--- config.mk ---
export PLATFORM = sky130hd
export DESIGN_NAME = mac_vec_engine_flat
export DESIGN_NICKNAME = d
export VERILOG_FILES = /design/src/rtl/mac_vec_engine_if.sv /design/src/rtl/mac_vec_engine.sv /design/src/flat_wrapper.sv
export SDC_FILE = /design/constraint.sdc
export NUM_CORES = 1
export LEC_CHECK = 0
export BUFFER_PORTS_ARGS = -buffer_cell sky130_fd_sc_hd__buf_2
export CAP_MARGIN = 20
export CELL_PAD_IN_SITES_DETAIL_PLACEMENT = 1
export CELL_PAD_IN_SITES_GLOBAL_PLACEMENT = 1
export CORE_MARGIN = 3
export CORE_UTILIZATION = 45
export DETAILED_ROUTE_END_ITERATION = 8
export GPL_TIMING_DRIVEN = 0
export PLACE_DENSITY_LB_ADDON = 0.1
export SYNTH_ARGS = -nofsm -noshare
export SYNTH_HDL_FRONTEND = slang
export SYNTH_SLANG_ARGS = --single-unit
--- constraint.sdc ---
create_clock -name bus_clk -period 3.7 [get_ports bus_clk]
set_input_delay 0.74 -clock bus_clk [delete_from_list [all_inputs] [get_ports bus_clk]]
set_output_delay 0.74 -clock bus_clk [all_outputs]
set_load 0.005 [all_outputs]
--- src/rtl/mac_vec_engine_if.sv ---
// mac_vec_engine_if
//   Stream-side bundle for mac_vec_engine: the two host-to-FPGA operand FIFOs
//   (A, B; standard non-FWFT, data valid the cycle after rden) and the
//   FPGA-to-host result FIFO.
//   master : engine side (drives rden / wren / result word / sat flag)
//   slave  : FIFO side
interface mac_vec_engine_if #(
  parameter int DW = 16,
  parameter int OW = 32
);
  logic          a_empty;
  logic          a_rden;
  logic [DW-1:0] a_dout;
  logic          b_empty;
  logic          b_rden;
  logic [DW-1:0] b_dout;
  logic          res_full;
  logic          res_wren;
  logic [OW-1:0] res_din;
  logic          sat;

  modport master (
    input  a_empty, a_dout, b_empty, b_dout, res_full,
    output a_rden, b_rden, res_wren, res_din, sat
  );

  modport slave (
    output a_empty, a_dout, b_empty, b_dout, res_full,
    input  a_rden, b_rden, res_wren, res_din, sat
  );
endinterface

--- src/rtl/mac_vec_engine.sv ---
// mac_vec_engine
//   Signed dot-product engine: reads VEC_LEN operand pairs from FIFOs A and B,
//   accumulates a*b in an AW-bit accumulator through a 2-stage pipeline and
//   writes the result, saturated to OW bits, to the result FIFO.
//   Optional feature macro MAC_NORM_EN: also accumulates |A|^2 and |B|^2 and
//   writes three words per vector (dot, nA, nB).
// Ports:
//   bus_clk   sole clock
//   rst_n     asynchronous active-low reset
//   clr       synchronous clear, overrides everything
//   bus       mac_vec_engine_if.master (FIFO A/B read side, result write side)
//   busy      high while any pair or result is in flight
//   vec_count completed vectors, wraps modulo 2^CW
module mac_vec_engine #(
  parameter int DW      = 16,
  parameter int OW      = 32,
  parameter int AW      = 48,
  parameter int VEC_LEN = 128,
  parameter int CW      = 16
) (
  input  logic                    bus_clk,
  input  logic                    rst_n,
  input  logic                    clr,
  mac_vec_engine_if.master        bus,
  output logic                    busy,
  output logic [CW-1:0]           vec_count
);

  localparam int IW = $clog2(VEC_LEN + 1);
  localparam logic [IW-1:0] LEN = IW'(VEC_LEN);
`ifdef MAC_NORM_EN
  localparam logic [1:0] LAST_W = 2'd2;
`else
  localparam logic [1:0] LAST_W = 2'd0;
`endif
  // Comparison width wide enough for both the accumulator and the OW limits
  localparam int XW = ((AW > OW) ? AW : OW) + 1;
  localparam logic signed [XW-1:0] SMAX = {{(XW-OW+1){1'b0}}, {(OW-1){1'b1}}};
  localparam logic signed [XW-1:0] SMIN = {{(XW-OW+1){1'b1}}, {(OW-1){1'b0}}};

  if (VEC_LEN < 1) begin : g_len_chk
    $error("mac_vec_engine: VEC_LEN must be at least 1");
  end
  if (AW < 2*DW + $clog2(VEC_LEN)) begin : g_aw_chk
    $error("mac_vec_engine: AW too narrow for 2*DW + clog2(VEC_LEN)");
  end

  typedef enum logic [1:0] {ACCUM, FLUSH, EMIT} state_t;

  state_t                 state;
  logic                   run_q;
  logic [IW-1:0]          issued;
  logic                   flush_q;
  logic [1:0]             wsel;
  logic                   v0, v1;
  logic signed [2*DW-1:0] prod;
  logic signed [AW-1:0]   acc;
`ifdef MAC_NORM_EN
  logic signed [2*DW-1:0] pa, pb;
  logic signed [AW-1:0]   na, nb;
`endif

  logic                   issue, wr, clip;
  logic signed [2*DW-1:0] ax, bx;
  logic signed [AW-1:0]   word;
  logic [OW-1:0]          wval;

  function automatic logic [OW:0] saturate(input logic signed [AW-1:0] v);
    logic signed [XW-1:0] x;
    x = XW'(v);
    if (x > SMAX)      return {1'b1, SMAX[OW-1:0]};
    else if (x < SMIN) return {1'b1, SMIN[OW-1:0]};
    else               return {1'b0, x[OW-1:0]};
  endfunction

  // Read enables must see the FIFO empty flags of the same cycle (non-FWFT
  // FIFO updates empty right after the read edge), so they are combinational.
  // run_q keeps them low until the first clock edge after reset release.
  assign issue = run_q && !clr && (state == ACCUM) && !bus.a_empty &&
                 !bus.b_empty && (issued < LEN);
  assign bus.a_rden = issue;
  assign bus.b_rden = issue;

  assign wr           = (state == EMIT) && !bus.res_full && !clr;
  assign bus.res_wren = wr;
  assign bus.res_din  = (state == EMIT) ? wval : '0;
  assign bus.sat      = wr & clip;
  assign busy         = (state != ACCUM) || (issued != '0) || v0 || v1;

  assign ax = (2*DW)'($signed(bus.a_dout));
  assign bx = (2*DW)'($signed(bus.b_dout));

  always_comb begin
    word = acc;
`ifdef MAC_NORM_EN
    case (wsel)
      2'd1:    word = na;
      2'd2:    word = nb;
      default: word = acc;
    endcase
`endif
    {clip, wval} = saturate(word);
  end

  always_ff @(posedge bus_clk or negedge rst_n) begin
    if (!rst_n) begin
      run_q <= 1'b0;
    end else begin
      run_q <= 1'b1;
    end
  end

  always_ff @(posedge bus_clk or negedge rst_n) begin
    if (!rst_n) begin
      state     <= ACCUM;
      issued    <= '0;
      flush_q   <= 1'b0;
      wsel      <= '0;
      v0        <= 1'b0;
      v1        <= 1'b0;
      prod      <= '0;
      acc       <= '0;
      vec_count <= '0;
`ifdef MAC_NORM_EN
      pa <= '0;
      pb <= '0;
      na <= '0;
      nb <= '0;
`endif
    end else if (clr) begin
      state     <= ACCUM;
      issued    <= '0;
      flush_q   <= 1'b0;
      wsel      <= '0;
      v0        <= 1'b0;
      v1        <= 1'b0;
      prod      <= '0;
      acc       <= '0;
      vec_count <= '0;
`ifdef MAC_NORM_EN
      pa <= '0;
      pb <= '0;
      na <= '0;
      nb <= '0;
`endif
    end else begin
      // Stage 1: operands arrive the cycle after rden
      v0 <= issue;
      v1 <= v0;
      if (v0) begin
        prod <= ax * bx;
`ifdef MAC_NORM_EN
        pa <= ax * ax;
        pb <= bx * bx;
`endif
      end
      // Stage 2: accumulate (pipeline is empty whenever EMIT clears below)
      if (v1) begin
        acc <= acc + AW'(prod);
`ifdef MAC_NORM_EN
        na <= na + AW'(pa);
        nb <= nb + AW'(pb);
`endif
      end

      case (state)
        ACCUM: begin
          if (issue) begin
            issued <= issued + IW'(1);
            if (issued == LEN - IW'(1)) state <= FLUSH;
          end
        end
        FLUSH: begin
          if (flush_q) begin
            flush_q <= 1'b0;
            state   <= EMIT;
          end else begin
            flush_q <= 1'b1;
          end
        end
        EMIT: begin
          if (wr) begin
            if (wsel == LAST_W) begin
              wsel      <= '0;
              issued    <= '0;
              acc       <= '0;
              vec_count <= vec_count + CW'(1);
              state     <= ACCUM;
`ifdef MAC_NORM_EN
              na <= '0;
              nb <= '0;
`endif
            end else begin
              wsel <= wsel + 2'd1;
            end
          end
        end
        default: state <= ACCUM;
      endcase
    end
  end

endmodule

--- src/flat_wrapper.sv ---
// flat-port wrapper written by rule: the top's interface ports become plain ports
module mac_vec_engine_flat 
#(
  parameter int DW      = 16,
  parameter int OW      = 32,
  parameter int AW      = 48,
  parameter int VEC_LEN = 128,
  parameter int CW      = 16
)
  (bus_clk, rst_n, clr, busy, vec_count, bus_a_empty, bus_a_dout, bus_b_empty, bus_b_dout, bus_res_full, bus_a_rden, bus_b_rden, bus_res_wren, bus_res_din, bus_sat);
  mac_vec_engine_if #(.DW(DW), .OW(OW)) bus_i ();
  input  logic bus_clk;
  input  logic rst_n;
  input  logic clr;
  output logic busy;
  output logic [CW-1:0] vec_count;
  input wire logic [$bits(bus_i.a_empty)-1:0] bus_a_empty;
  input wire logic [$bits(bus_i.a_dout)-1:0] bus_a_dout;
  input wire logic [$bits(bus_i.b_empty)-1:0] bus_b_empty;
  input wire logic [$bits(bus_i.b_dout)-1:0] bus_b_dout;
  input wire logic [$bits(bus_i.res_full)-1:0] bus_res_full;
  output wire logic [$bits(bus_i.a_rden)-1:0] bus_a_rden;
  output wire logic [$bits(bus_i.b_rden)-1:0] bus_b_rden;
  output wire logic [$bits(bus_i.res_wren)-1:0] bus_res_wren;
  output wire logic [$bits(bus_i.res_din)-1:0] bus_res_din;
  output wire logic [$bits(bus_i.sat)-1:0] bus_sat;
  assign bus_i.a_empty = bus_a_empty;
  assign bus_i.a_dout = bus_a_dout;
  assign bus_i.b_empty = bus_b_empty;
  assign bus_i.b_dout = bus_b_dout;
  assign bus_i.res_full = bus_res_full;
  assign bus_a_rden = bus_i.a_rden;
  assign bus_b_rden = bus_i.b_rden;
  assign bus_res_wren = bus_i.res_wren;
  assign bus_res_din = bus_i.res_din;
  assign bus_sat = bus_i.sat;
  mac_vec_engine #(.DW(DW), .OW(OW), .AW(AW), .VEC_LEN(VEC_LEN), .CW(CW)) u_core (.bus_clk(bus_clk), .rst_n(rst_n), .clr(clr), .bus(bus_i), .busy(busy), .vec_count(vec_count));
endmodule
=== Word-level counts from Yosys, hierarchy flattened ===
Index checks and enable logic that the tools add are counted.

* Output and inout bits: 53
* Latch bits: 0
* Memories: 0
* RAM bits: 0
* Flip-flop bits (word level): 112
* Bits in read-only memories: 0
* Word-level logic and storage cells: 90
* Input bits: 38

* Reduce and logical (&&, ||, !) cells: 28
* Order comparisons: 3
* Divide/modulo/power cells: 0
* Add/sub/neg operators: 4
* $mul: 1
* Bitwise gates (word level): 1
* Multiplexer cells: 35
* Shift-type cells: 0
* Equality and inequality tests: 8

{| class="wikitable"
|+ Operators with widths
! kind !! number
|-
| 48-bit two-way mux || 5
|-
| 32-bit two-way mux || 3
|-
| 33-bit two-way mux || 2
|-
| 16-bit two-way mux || 4
|-
| 48-bit by 32-bit adder with 48-bit output || 1
|-
| 48-bit by 32-bit > comparator with 1-bit output, second input constant || 1
|-
| 48-bit by 32-bit less-than comparator with 1-bit output, second input constant || 1
|-
| 16-bit by 16-bit multiplier with 32-bit output || 1
|-
| 8-bit two-way mux || 4
|-
| 2-bit two-way mux || 10
|-
| 16-bit by 1-bit adder with 16-bit output, second input constant || 1
|-
| 8-bit one-hot mux with 2 select lines || 1
|-
| 2-bit nonzero test || 6
|-
| 3-bit != test, second input constant || 3
|-
| 8-bit by 1-bit adder with 8-bit output, second input constant || 1
|-
| 8-bit by 7-bit == test with 1-bit output, second input constant || 1
|-
| 8-bit less-than comparator, second input constant || 1
|-
| 8-bit nonzero test || 1
|-
| 1-bit logical AND || 7
|-
| 3-bit by 2-bit != test with 1-bit output, second input constant || 2
|-
| 2-bit one-hot mux with 3 select lines || 1
|-
| 1-bit two-way mux || 5
|-
| 5-bit AND reduction || 1
|-
| 1-bit zero test || 4
|-
| 10 further kinds || 13
|}

=== Longest topological paths before layout ===
* Word-level depth: 9
* Mapped depth: 25
* Mapped depth without buffers: 24

=== Worst setup path before layout ===
Ideal clock, no wire load.

* Kind: input to register
* Start: in bus_b_dout[2]
* End: reg u_core.prod[30]
* Cell stages on the path: 23
* Data required time: 3.576 ns
* Buffers on the path: 1
* Library setup time: 0.124 ns
* Arrival time: 6.413 ns
* Setup slack: -2.837 ns
* Path through: clkbuf_1 -> nand2_1 -> inv_1 -> fa_1 -> inv_1 -> fa_1 -> inv_1 -> fa_1 -> fa_1 -> fa_1 -> inv_1 -> fa_1 -> inv_1 -> ha_1 -> a21o_1 -> a21o_1 -> a21oi_1 -> nand2_1 -> a41o_1 -> a211oi_1 -> o21bai_1 -> mux2i_1 -> a211o_1

* Cells in the longest elaborated chain, start to end: 3

{| class="wikitable"
|+ Ends and longest elaborated chain
! item !! RTL line !! RTL
|-
| start, declared || flat_wrapper.sv:20 || <nowiki>input wire logic [$bits(bus_i.b_dout)-1:0] bus_b_dout;</nowiki>
|-
| 16-bit by 16-bit multiplier with 32-bit output || mac_vec_engine.sv:151 || <nowiki>prod <= ax * bx;</nowiki>
|-
| 32-bit two-way mux || mac_vec_engine.sv:150 || <nowiki>if (v0) begin</nowiki>
|-
| 32-bit two-way mux || mac_vec_engine.sv:130 || <nowiki>end else if (clr) begin</nowiki>
|-
| end signal, assigned || mac_vec_engine.sv:151 ||
|-
| end, declared || mac_vec_engine.sv:56 || <nowiki>logic signed [2*DW-1:0] prod;</nowiki>
|}

Every way passes these cells. The select of a mux whose other input is x is not followed.
A chain may end at the register's enable or synchronous reset.

=== Worst setup path after layout ===
* Start: in bus_b_dout[6]
* End: reg u_core.prod[30]

The elaborated chain is that of the path after synthesis.

==> flow_summary.rst <==
.. list-table::
   :header-rows: 1

   * - Metric
     - Value
   * - Status
     - finished with violations
   * - Failing checks
     - negative setup slack
   * - Wire length after detailed routing
     - between 50,000 and 60,000 um
   * - Fill count
     - approximately 4,300
   * - Period Utilization, post-route
     - 164%
   * - DP HPWL
     - around 44,000 um
   * - Via-per-instance ratio
     - around 5.6
   * - Clock edge transition at the registers on the reported setup and hold paths
     - ~80 ps
   * - Part of the Yosys area used for sequential elements
     - roughly 16%
   * - Core area
     - between 30,000 and 40,000 um^2
   * - Later-pin clock latency in the skew report
     - 370 ps
   * - Least setup slack across all paths after layout
     - -2370 ps
   * - DIE AREA
     - 41,700 um^2
   * - Total via count in the routed design
     - ~15,000
   * - Cell row count
     - ~70
   * - Routed len/inst
     - roughly 22 um
   * - Startpoint type of the worst setup path
     - primary input
   * - TritonCTS Buffers
     - 9
   * - Element type at the critical path end
     - flop
   * - Maximum number of pins on one net before global-route repair
     - between 60 and 70
   * - Final nets
     - 2,625
   * - DR pass1 iterations
     - 5
   * - Syn_nets
     - between 2,000 and 2,500
   * - Total placed instance area
     - roughly 19,000 um^2
   * - Initial antenna violation count
     - 0
   * - Final hold violation count
     - 0
   * - CTS sink cnt
     - around 110
   * - Clock Skew
     - between 15 and 20 ps
   * - Final critical-path required period
     - approximately 6000 ps
   * - Number of inserted diodes
     - 0
   * - CTS H-Tree Depth
     - 3
   * - Critical path class
     - in -> reg
   * - Number of setup violations in the final report
     - 26
   * - Type of the worst min-delay path
     - in -> async
   * - Worst reg2reg endpoint
     - u_core.acc[47]
   * - Data arrival time of the critical path
     - 6340 ps
   * - CP max stage delay
     - around 570 ps
   * - Most used flip-flop cell after synthesis
     - dfrtp_1
   * - Global-route wire length before repair
     - 91,500 um
   * - Clock buffer depth
     - 2
   * - Count of cell instances traversed by the critical path
     - 24
   * - Launching instance or port of the critical path
     - bus_b_dout[6]
   * - Final standard cell utilization of the core
     - 56.8%
   * - Syn-to-layout area delta
     - 22.7%
   * - Worst-case reg-to-reg path depth
     - 11
   * - Data required time at the worst endpoint
     - 3970 ps
   * - Critical path buffers and inverters
     - 6
   * - Clock root buffer
     - clkbuf_16
   * - Yosys cell types
     - 73
   * - Setup repair after global routing missed its margin
     - true
   * - Capture point of the worst path
     - u_core.prod[30]
   * - Remaining design rule violation count
     - 0
   * - Horizontal die dimension
     - roughly 200 um
   * - Peak clock frequency supported by timing
     - around 160 MHz
   * - Syn Area/Cell
     - a little under 9 um^2
   * - Final std cell area, no fill
     - 21,700 um^2
   * - Most prevalent standard cell on the critical path
     - fa_1
   * - Initial core utilization
     - between 40% and 50%
   * - Instance count of the mapped netlist
     - 2,006
   * - Number of port buffers
     - 90
   * - Family with the most delay on the worst path
     - adder cells
   * - Total congestion overflow
     - 0
   * - Num ports
     - between 90 and 100
   * - Detailed Route Iter0 Violations
     - 713
   * - Largest area contributor in the netlist
     - fa_1
   * - CTS tree
     - built
   * - Antenna Violating Nets Remaining
     - 0
   * - Proportion of layout cells with a drive suffix above 1
     - between 20% and 30%
   * - Sequence of cells on the critical path
     - buf_12 > clkbuf_16 > and2_4 > fa_1 > inv_1 > fa_1 > fa_1 > inv_2 > fa_1 > fa_1 > inv_1 > fa_2 > inv_2 > ha_4 > a21o_1 > a21o_1 > a21o_1 > nand2_1 > nand2_1 > a41o_4 > a211oi_4 > o21bai_1 > mux2i_1 > a211o_1
   * - Pre-CTS worst setup slack
     - -3290 ps
   * - R2R Setup Slk
     - 130 ps
   * - Startpoint of the worst-slack reg-to-reg timing path
     - u_core.prod[1]
   * - Yosys top cell area share
     - approximately 30%
   * - Area of the mapped netlist
     - 17,700 um^2
   * - Number of synthesized register bits
     - 112
   * - Relative slew slack
     - roughly two fifths
   * - Library cell contributing the largest single delay on the critical path
     - fa_2
   * - Number of global-route vias before repair
     - approximately 17,000
   * - Count of flip-flops with a built-in enable after synthesis
     - 0
   * - Die boundary height
     - approximately 200 um
   * - Final Max Tran Viols
     - 0
   * - Final RePlAce weighted congestion
     - slightly below 0.9
   * - Count of maximum capacitance violations
     - 0
   * - Area contributors post-synth
     - fa_1, dfrtp_1, ha_1
   * - Syn. warnings
     - 0
   * - Setup total negative slack
     - -48,800 ps
   * - Slew at the pin closest to its max-slew limit
     - 903 ps
   * - Total routing resource utilization after global routing
     - ~28%
   * - Share of async-settable or async-resettable flops after synthesis
     - 100%
   * - Peak fanout along the critical path
     - 6
[flip-flops by register name, summed over array words and instances, names as in the netlist]
| register | flops |
|---|---|
| u_core.acc | 48 |
| u_core.prod | 32 |
| u_core.v1 | 1 |
| u_core.state | 2 |
| u_core.run_q | 1 |
| u_core.issued | 8 |
| u_core.vec_count | 16 |
| u_core.v0 | 1 |
| u_core.flush_q | 1 |
| u_core.wsel | 2 |
[metal layers]
| metal | GRT usage, % | vias up | routed length, um |
|---|---|---|---|
| met5 | 0 | - | 0 |
| met4 | 7.52 | 0 | 1840 |
| met3 | 3.17 | 103 | 2590 |
| met2 | 48.5 | 348 | 29300 |
| met1 | 37.2 | 7840 | 24700 |
| li1 | - | 6784 | - |
[logic make-up after synthesis]
kind of cell | Yosys count | synth area share (%)
buf+inv | 436 | 9.29
xor+xnor | 81 | 4.02
simple gates | 625 | 17.3
compound gates | 306 | 11.5
other cells | 1 | 0.0212
flops | 112 | 15.9
fa+ha+maj | 397 | 39.3
mux | 48 | 2.73
[timing repair]
action,CTS,global route
pin swaps,54,72
hold buffers,0,0
endpoints found under the setup margin,38,42
buffers inserted,50,27
cloned,4,2
gates resized for setup,190,97
[layout make-up]
cell class              count  area (um^2)  share of cell area (%)
multi-input cells        1458        14200                    65.6
clock inverters             6         50.0                   0.231
inverters                 352         1330                    6.12
flip-flops and latches    112         2800                    12.9
repair buffers            173         1480                    6.84
clock buffers              10          239                    1.10
well taps                 511          639                    2.95
plain buffers              84          913                    4.21
[placed cells by master, fill, tap and decap left out, drive strengths merged, types with 10 or more instances in the layout]
| cell | count |
|---|---|
| and2 | 127 |
| o21bai | 14 |
| nand2 | 181 |
| o21ai | 49 |
| a211oi | 13 |
| and3 | 16 |
| nor2b | 12 |
| a21o | 49 |
| dfrtp | 112 |
| a31oi | 17 |
| ha | 134 |
| clkbuf | 85 |
| buf | 182 |
| xor2 | 26 |
| nand4 | 17 |
| fa | 263 |
| mux2i | 47 |
| nand3 | 38 |
| a21oi | 103 |
| inv | 355 |
| nor3 | 22 |
| nor2 | 155 |
| nand2b | 10 |
| xnor2 | 55 |
| or3 | 10 |
[per-stage QoR]
| stage | hold WS, ps | cells |
|---|---|---|
| after global routing | 326 | 2706 |
| after detailed placement | 505 | 2608 |
| after global placement | 488 | 2607 |
| final | 293 | 2706 |
| after CTS | 300 | 2678 |
| after floorplan | 444 | 2006 |
[synth_stat cells, types with 6 or more instances]
cell / count
inv_1: 352
fa_1: 263
nand2_1: 181
nor2_1: 154
ha_1: 134
and2_1: 126
dfrtp_1: 112
a21oi_1: 102
clkbuf_1: 76
xnor2_1: 55
a21o_1: 49
mux2i_1: 47
o21ai_0: 42
nand3_1: 38
xor2_1: 26
nor3_1: 22
nand4_1: 17
a31oi_1: 16
and3_1: 16
o21bai_1: 14
a211oi_1: 13
nor2b_1: 12
nand2b_1: 10
or3_1: 10
nor4_1: 9
o211ai_1: 8
o21ai_1: 7
a211o_1: 6
buf_1: 6
[worst min-delay path by stage]
stage                          from              end  depth (start not counted)
floorplan                     rst_n    u_core.acc[0]                          0
global placement    u_core.prod[27]  u_core.prod[27]                          2
detailed placement  u_core.prod[27]  u_core.prod[27]                          2
CTS                           rst_n   u_core.acc[42]                          1
global route                  rst_n   u_core.acc[42]                          1
finish                        rst_n   u_core.acc[42]                          1
Power is not shown: default switching activity piles up to over one toggle a cycle in this logic, so the estimate is an artifact.
